$ cat src/rtl/pgm_sched.sv
// Replay scheduler: reads one stored packet from the packet RAM and emits it N times
// in FAST line format, honouring an inter-packet gap and downstream almost-full.
module pgm_sched #(
   parameter int ADDR_W = 7,
   parameter int CNT_W  = 16
) (
   input  logic              clk,
   input  logic              rst,
   input  logic              cfg_start,
   input  logic              cfg_stop,
   input  logic [ADDR_W-1:0] cfg_pkt_lines,
   input  logic [CNT_W-1:0]  cfg_pkt_cnt,
   input  logic [CNT_W-1:0]  cfg_gap,
   output logic              ram_rd,
   output logic [ADDR_W-1:0] ram_raddr,
   input  logic [143:0]      ram_rdata,
   output logic [133:0]      out_data,
   output logic              out_data_wr,
   output logic              out_valid_wr,
   output logic              out_valid,
   input  logic              in_alf,
   output logic              sent_start_flag,
   output logic              sent_finish_flag,
   output logic              busy,
   output logic [CNT_W-1:0]  sent_cnt,
   output logic [2:0]        dbg_state
);

   typedef enum logic [2:0] {
      IDLE     = 3'd0,
      WAIT_ALF = 3'd1,
      READ     = 3'd2,
      DRAIN    = 3'd3,
      GAP      = 3'd4
   } state_t;

   state_t            state_q, state_d;
   logic [ADDR_W-1:0] lines_last_q, lines_last_d;
   logic [CNT_W-1:0]  pkt_cnt_q, pkt_cnt_d;
   logic [CNT_W-1:0]  gap_q, gap_d;
   logic [CNT_W-1:0]  gap_cnt_q, gap_cnt_d;
   logic [CNT_W-1:0]  sent_cnt_q, sent_cnt_d;
   logic [ADDR_W-1:0] rd_addr_q, rd_addr_d;
   logic              stop_pend_q, stop_pend_d;
   logic              start_flag_q, start_flag_d;
   logic              finish_flag_q, finish_flag_d;
   logic              out_wr_q, out_wr_d;
   logic [1:0]        hdr_q, hdr_d;

   logic              stop_seen;
   logic              rd_issue;
   logic [ADDR_W-1:0] rd_addr_c;
   logic [ADDR_W-1:0] lines_last_c;
   logic              unused_rdata;

   // Upper RAM bits carry nothing useful; the FAST header is rebuilt from line position.
   assign unused_rdata = ^ram_rdata[143:132];

   // Index of the last line: 0 encodes a full 128-line packet, 1 is widened to 2 lines.
   always_comb begin
      lines_last_c = cfg_pkt_lines - ADDR_W'(1);
      if (cfg_pkt_lines == '0) begin
         lines_last_c = '1;
      end else if (cfg_pkt_lines == ADDR_W'(1)) begin
         lines_last_c = ADDR_W'(1);
      end
   end

   always_comb begin
      state_d       = state_q;
      lines_last_d  = lines_last_q;
      pkt_cnt_d     = pkt_cnt_q;
      gap_d         = gap_q;
      gap_cnt_d     = gap_cnt_q;
      sent_cnt_d    = sent_cnt_q;
      rd_addr_d     = rd_addr_q;
      start_flag_d  = 1'b0;
      finish_flag_d = 1'b0;
      rd_issue      = 1'b0;
      rd_addr_c     = '0;
      stop_seen     = stop_pend_q | cfg_stop;

      case (state_q)
         IDLE: begin
            if (cfg_start && (cfg_pkt_cnt != '0)) begin
               state_d      = WAIT_ALF;
               lines_last_d = lines_last_c;
               pkt_cnt_d    = cfg_pkt_cnt;
               gap_d        = cfg_gap;
               sent_cnt_d   = '0;
               rd_addr_d    = '0;
               start_flag_d = 1'b1;
            end
         end
         WAIT_ALF: begin
            if (stop_seen) begin
               state_d       = IDLE;
               finish_flag_d = 1'b1;
            end else if (!in_alf) begin
               // Line 0 goes out in the deciding cycle so READ only covers lines 1..L-1.
               rd_issue  = 1'b1;
               rd_addr_c = '0;
               rd_addr_d = ADDR_W'(1);
               state_d   = READ;
            end
         end
         READ: begin
            rd_issue  = 1'b1;
            rd_addr_c = rd_addr_q;
            if (rd_addr_q == lines_last_q) begin
               state_d    = DRAIN;
               rd_addr_d  = '0;
               sent_cnt_d = sent_cnt_q + CNT_W'(1);
            end else begin
               rd_addr_d = rd_addr_q + ADDR_W'(1);
            end
         end
         DRAIN: begin
            if ((sent_cnt_q == pkt_cnt_q) || stop_seen) begin
               state_d       = IDLE;
               finish_flag_d = 1'b1;
            end else if (gap_q == '0) begin
               state_d = WAIT_ALF;
            end else begin
               state_d   = GAP;
               gap_cnt_d = gap_q;
            end
         end
         GAP: begin
            if (stop_seen) begin
               state_d       = IDLE;
               finish_flag_d = 1'b1;
            end else if (gap_cnt_q == CNT_W'(1)) begin
               state_d = WAIT_ALF;
            end else begin
               gap_cnt_d = gap_cnt_q - CNT_W'(1);
            end
         end
         default: begin
            state_d = IDLE;
         end
      endcase

      // A stop requested in IDLE (including alongside cfg_start) is not remembered.
      if (state_d == IDLE) begin
         stop_pend_d = 1'b0;
      end else begin
         stop_pend_d = stop_pend_q | (cfg_stop && (state_q != IDLE));
      end

      out_wr_d = rd_issue;
      hdr_d    = hdr_q;
      if (rd_issue) begin
         if (rd_addr_c == '0) begin
            hdr_d = 2'b01;
         end else if (rd_addr_c == lines_last_q) begin
            hdr_d = 2'b10;
         end else begin
            hdr_d = 2'b11;
         end
      end
   end

   always_ff @(posedge clk) begin
      if (rst) begin
         state_q       <= IDLE;
         lines_last_q  <= '0;
         pkt_cnt_q     <= '0;
         gap_q         <= '0;
         gap_cnt_q     <= '0;
         sent_cnt_q    <= '0;
         rd_addr_q     <= '0;
         stop_pend_q   <= 1'b0;
         start_flag_q  <= 1'b0;
         finish_flag_q <= 1'b0;
         out_wr_q      <= 1'b0;
         hdr_q         <= 2'b00;
      end else begin
         state_q       <= state_d;
         lines_last_q  <= lines_last_d;
         pkt_cnt_q     <= pkt_cnt_d;
         gap_q         <= gap_d;
         gap_cnt_q     <= gap_cnt_d;
         sent_cnt_q    <= sent_cnt_d;
         rd_addr_q     <= rd_addr_d;
         stop_pend_q   <= stop_pend_d;
         start_flag_q  <= start_flag_d;
         finish_flag_q <= finish_flag_d;
         out_wr_q      <= out_wr_d;
         hdr_q         <= hdr_d;
      end
   end

   // Strobe semantics: ram_rd is a single-cycle read request with no back-pressure, the
   // RAM answers one cycle later, and out_data is only meaningful while out_data_wr=1.
   assign ram_rd           = rd_issue;
   assign ram_raddr        = rd_addr_c;
   assign out_data_wr      = out_wr_q;
   assign out_data         = out_wr_q ? {hdr_q, ram_rdata[131:0]} : '0;
   assign out_valid_wr     = (state_q == DRAIN);
   assign out_valid        = (state_q == DRAIN);
   assign sent_start_flag  = start_flag_q;
   assign sent_finish_flag = finish_flag_q;
   assign busy             = (state_q != IDLE);
   assign sent_cnt         = sent_cnt_q;
   assign dbg_state        = state_q;

endmodule

$ cat config.mk
export PLATFORM = sky130hd
export DESIGN_NAME = pgm_sched
export DESIGN_NICKNAME = d
export VERILOG_FILES = /design/src/rtl/pgm_sched.sv
export SDC_FILE = /design/constraint.sdc
export NUM_CORES = 1
export LEC_CHECK = 0
export CORE_AREA = 2 2 137 139
export DETAILED_ROUTE_END_ITERATION = 6
export DIE_AREA = 0 0 139 141
export PLACE_DENSITY = 0.71
export SLEW_MARGIN = 10
export SYNTH_ARGS = -nofsm -noshare
export SYNTH_HDL_FRONTEND = slang
export SYNTH_SLANG_ARGS = --single-unit
$ cat constraint.sdc
create_clock -name clk -period 2.9 [get_ports clk]
set_input_delay 0.58 -clock clk [delete_from_list [all_inputs] [get_ports clk]]
set_output_delay 0.58 -clock clk [all_outputs]
set_load 0.05 [all_outputs]
==> results.tsv, run 1 <==
metric	value	unit
outcome	finished, final reports clean	
fraction of registers with async set/reset	0	%
EDFF count, synth	0	
fin crit share	94.7	%
H-Tree Depth	3	
num ports	355	
global placement routability congestion	0.908	
total number of yosys warnings	0	
WL met2	11800	um
pin count of the biggest net entering global routing	82	
Int Power	2.22	mW
Compound-Gate Fraction of Synth Area	17.2	%
critical-path maximum fanout	10	
Net Sw Power	1.00	mW
post-synthesis sequential area ratio	31.4	%
Resize count post-CTS	0	
skew final	9.42	ps
sequential share of power	40.0	%
Final Non-Filler Cells	1311	
Power Dens Cells	348	nW/um^2
Die Area	19600	um^2
Fin. Hold Viols	0	
fmax	0.364	GHz
Adder-Cell Fraction of Synth Area	1.35	%
top cells by area, synth	dfxtp_1 (31%), and2_1 (16%), nand2_1 (7.3%)	
met3 wire len	2170	um
Slew @ Worst Pin	754	ps
combinational family with the most area after synthesis	simple AND/OR/NAND/NOR gates	
Crit Path Category	register to output pin	
GRT overflow	0	
Static Leak	3.85	nW
DP Cell Count	1292	
Worst EP arrival	2170	ps
vias in the first global route	5887	
core area	18300	um^2
Most used DFF post-synth	dfxtp_1	
CTS sink count	87	
Post-CTS Repair Setup Buffers	0	
layout cells sized above 1	17.5	%
cell area after synthesis	5550	um^2
Min-Delay Path Class	register to register	
syn_nets	938	
syn_area_per_cell	7.46	um^2
Seq cells post-synth	87	
Final Net Count	1263	
crit path time final	2750	ps
Top Layer Used	met5	
DRC	0	
WL/cell	19.0	um
port buffer count	342	
Tot GR Track Use	23.8	%
unrepaired setup endpoints after global routing	no	
TritonCTS clock tree	done	
MaxCap Viol Count	0	
area leader, netlist	dfxtp_1	
Clock Tree Buf Depth	2	
P&R area growth vs syn	67.3	%
Starting Density	30.4	%
Clock Power Share	35.4	%
DP HPWL	20400	um
Clock Tree Root	clkbuf_16	
Max Slew Vio Count	0	
Detailed Route Iter0 Violations	439	
Simple-Gate Fraction of Synth Area	39.5	%
VDD IR max	0.407	mV
mux contribution to synthesized area	0.541	%
DIE HEIGHT	141	um
DR vias	6667	
XOR/XNOR share of the synthesized area	5.53	%
post-route ant nets	0	
# hold bufs at CTS	0	
die width	139	um
Num CTS Buffers	9	
Setup crit start kind	register	
clock latency at the later pin of the worst-skew pair	360	ps
Comb power frac	24.6	%
setup TNS	0	ps
setup violators final	0	
via/cell ratio	5.09	
number of core rows	50	
Netlist cell types	53	
Mapped Cells	744	
met1 wire length	10500	um
initial antenna violation count	6	
first-pass GRT wire length	35900	um
CTS clk-pin slew, worst paths	70	ps
TritonRoute pass-1 iters	5	
final WL	24900	um
Switching Fraction	31.1	%
relative slew slack	49.7	%
top cell type's share of synthesized area	31.4	%
CP endpoint kind	output pin	
Critical Path RT	2320	ps
## logic make-up (layout without fill, tap and decap cells)
family / count (synthesis) / after routing
adders and majority gates: 6 / 6
other: 0 / 3
xor gates and xnor gates: 35 / 35
buffers and inverters: 64 / 394
muxes: 3 / 3
and+or+nand+nor: 404 / 404
DFF: 87 / 87
AOI/OAI and AO/OA: 145 / 145
## power groups by stage
| stage | Clock (mW) | Sequential, mW | Combinational [mW] |
|---|---|---|---|
| 2_1_floorplan | 0 | 1.31 | 0.385 |
| 3_3_place_gp | 0 | 1.32 | 0.785 |
| 3_5_place_dp | 0 | 1.32 | 0.794 |
| 4_1_cts | 1.16 | 1.29 | 0.796 |
| 5_1_grt | 1.21 | 1.30 | 0.849 |
| 6_report | 1.14 | 1.29 | 0.793 |
## placed cells by master, fill, tap and decap left out, types with 6 or more instances in the layout
cell type          n
nor2b_1            9
and2_1           145
or3_1             10
o2111ai_1          8
buf_12             8
nor3_1            14
xor2_1            28
clkdlybuf4s50_1  201
dfxtp_1           86
nand3_1           12
inv_1             14
o21ai_0           13
a21oi_1           68
xnor2_1            7
nor4_1            20
o31ai_1           11
a32o_1             7
or4_1             15
buf_4            154
nand2_1          108
clkbuf_16          9
nand4_1           10
ha_1               6
nor2_1            38
## per-stage QoR
stage	setup WS, ps	util (%)	power, mW	instance area, um^2	hold WS (ps)
global placement	153	49.2	2.10	8980	455
detailed placement	59.1	49.2	2.11	8980	459
finish	153	50.8	3.23	9280	468
floorplan	350	-	1.70	5550	432
CTS	156	50.8	3.25	9270	469
global route	87.7	50.8	3.35	9280	484
## final cells by class
type | count | area (um^2)
clock inverter | 7 | 63.8
timing repair buffer | 364 | 3330
tap | 234 | 293
sequential | 87 | 1750
multi-input combinational | 593 | 3560
antenna | 3 | 7.51
fill | 1782 | 8990
clock buffer | 9 | 225
inverter | 14 | 52.6
## synthesized netlist by cell type (all sizes together) (11+ instances only)
master and count:
nand2 108, o31ai 11, nor3 14, a21oi 69, nand3 12, dfxtp 87
inv 14, nor4 21, and2 145, clkbuf 45, xor2 28, or4 15
nor2 38, o21ai 18
## sequential cells by signal, indices dropped and copies added, names as in the netlist
register and flops:
sent_finish_flag 1, out_data_wr 1, gap_cnt_q 16, gap_q 16
hdr_q 2, sent_cnt 16, rd_addr_q 7, pkt_cnt_q 16
sent_start_flag 1, stop_pend_q 1, dbg_state 3, lines_last_q 7
## layer usage
| metal | vias up | global-route usage, % |
|---|---|---|
| met5 | - | 0 |
| met4 | 6 | 5.74 |
| met3 | 24 | 8.08 |
| met2 | 290 | 38.3 |
| met1 | 3097 | 30.9 |
| li1 | 3250 | - |
## critical path, stage by stage (launching register included)
cell and delay (ps):
dfxtp_1 530, nor2b_1 270, and2_1 200, clkdlybuf4s50_1 810
## worst paths after layout
check                                   from           end  slack [ps]  cells after the start
worst min register to register  pkt_cnt_q[3]  pkt_cnt_q[3]         470                      2
worst max-delay path            dbg_state[0]     out_valid         150                      3
worst max register to register  gap_cnt_q[0]  gap_cnt_q[1]         520                      6
worst min-delay path            pkt_cnt_q[3]  pkt_cnt_q[3]         470                      2
Note: power is estimated with default switching activity, not from simulation.
==> inputs of run 2 (changes only) <==
--- a/config.mk
+++ b/config.mk
@@ -13,3 +13,4 @@
 export SYNTH_ARGS = -nofsm -noshare
 export SYNTH_HDL_FRONTEND = slang
 export SYNTH_SLANG_ARGS = --single-unit
+export TNS_END_PERCENT = 5
==> results of run 2 <==
Same layout as run 1: the final DEF is identical, and so are final timing and power.
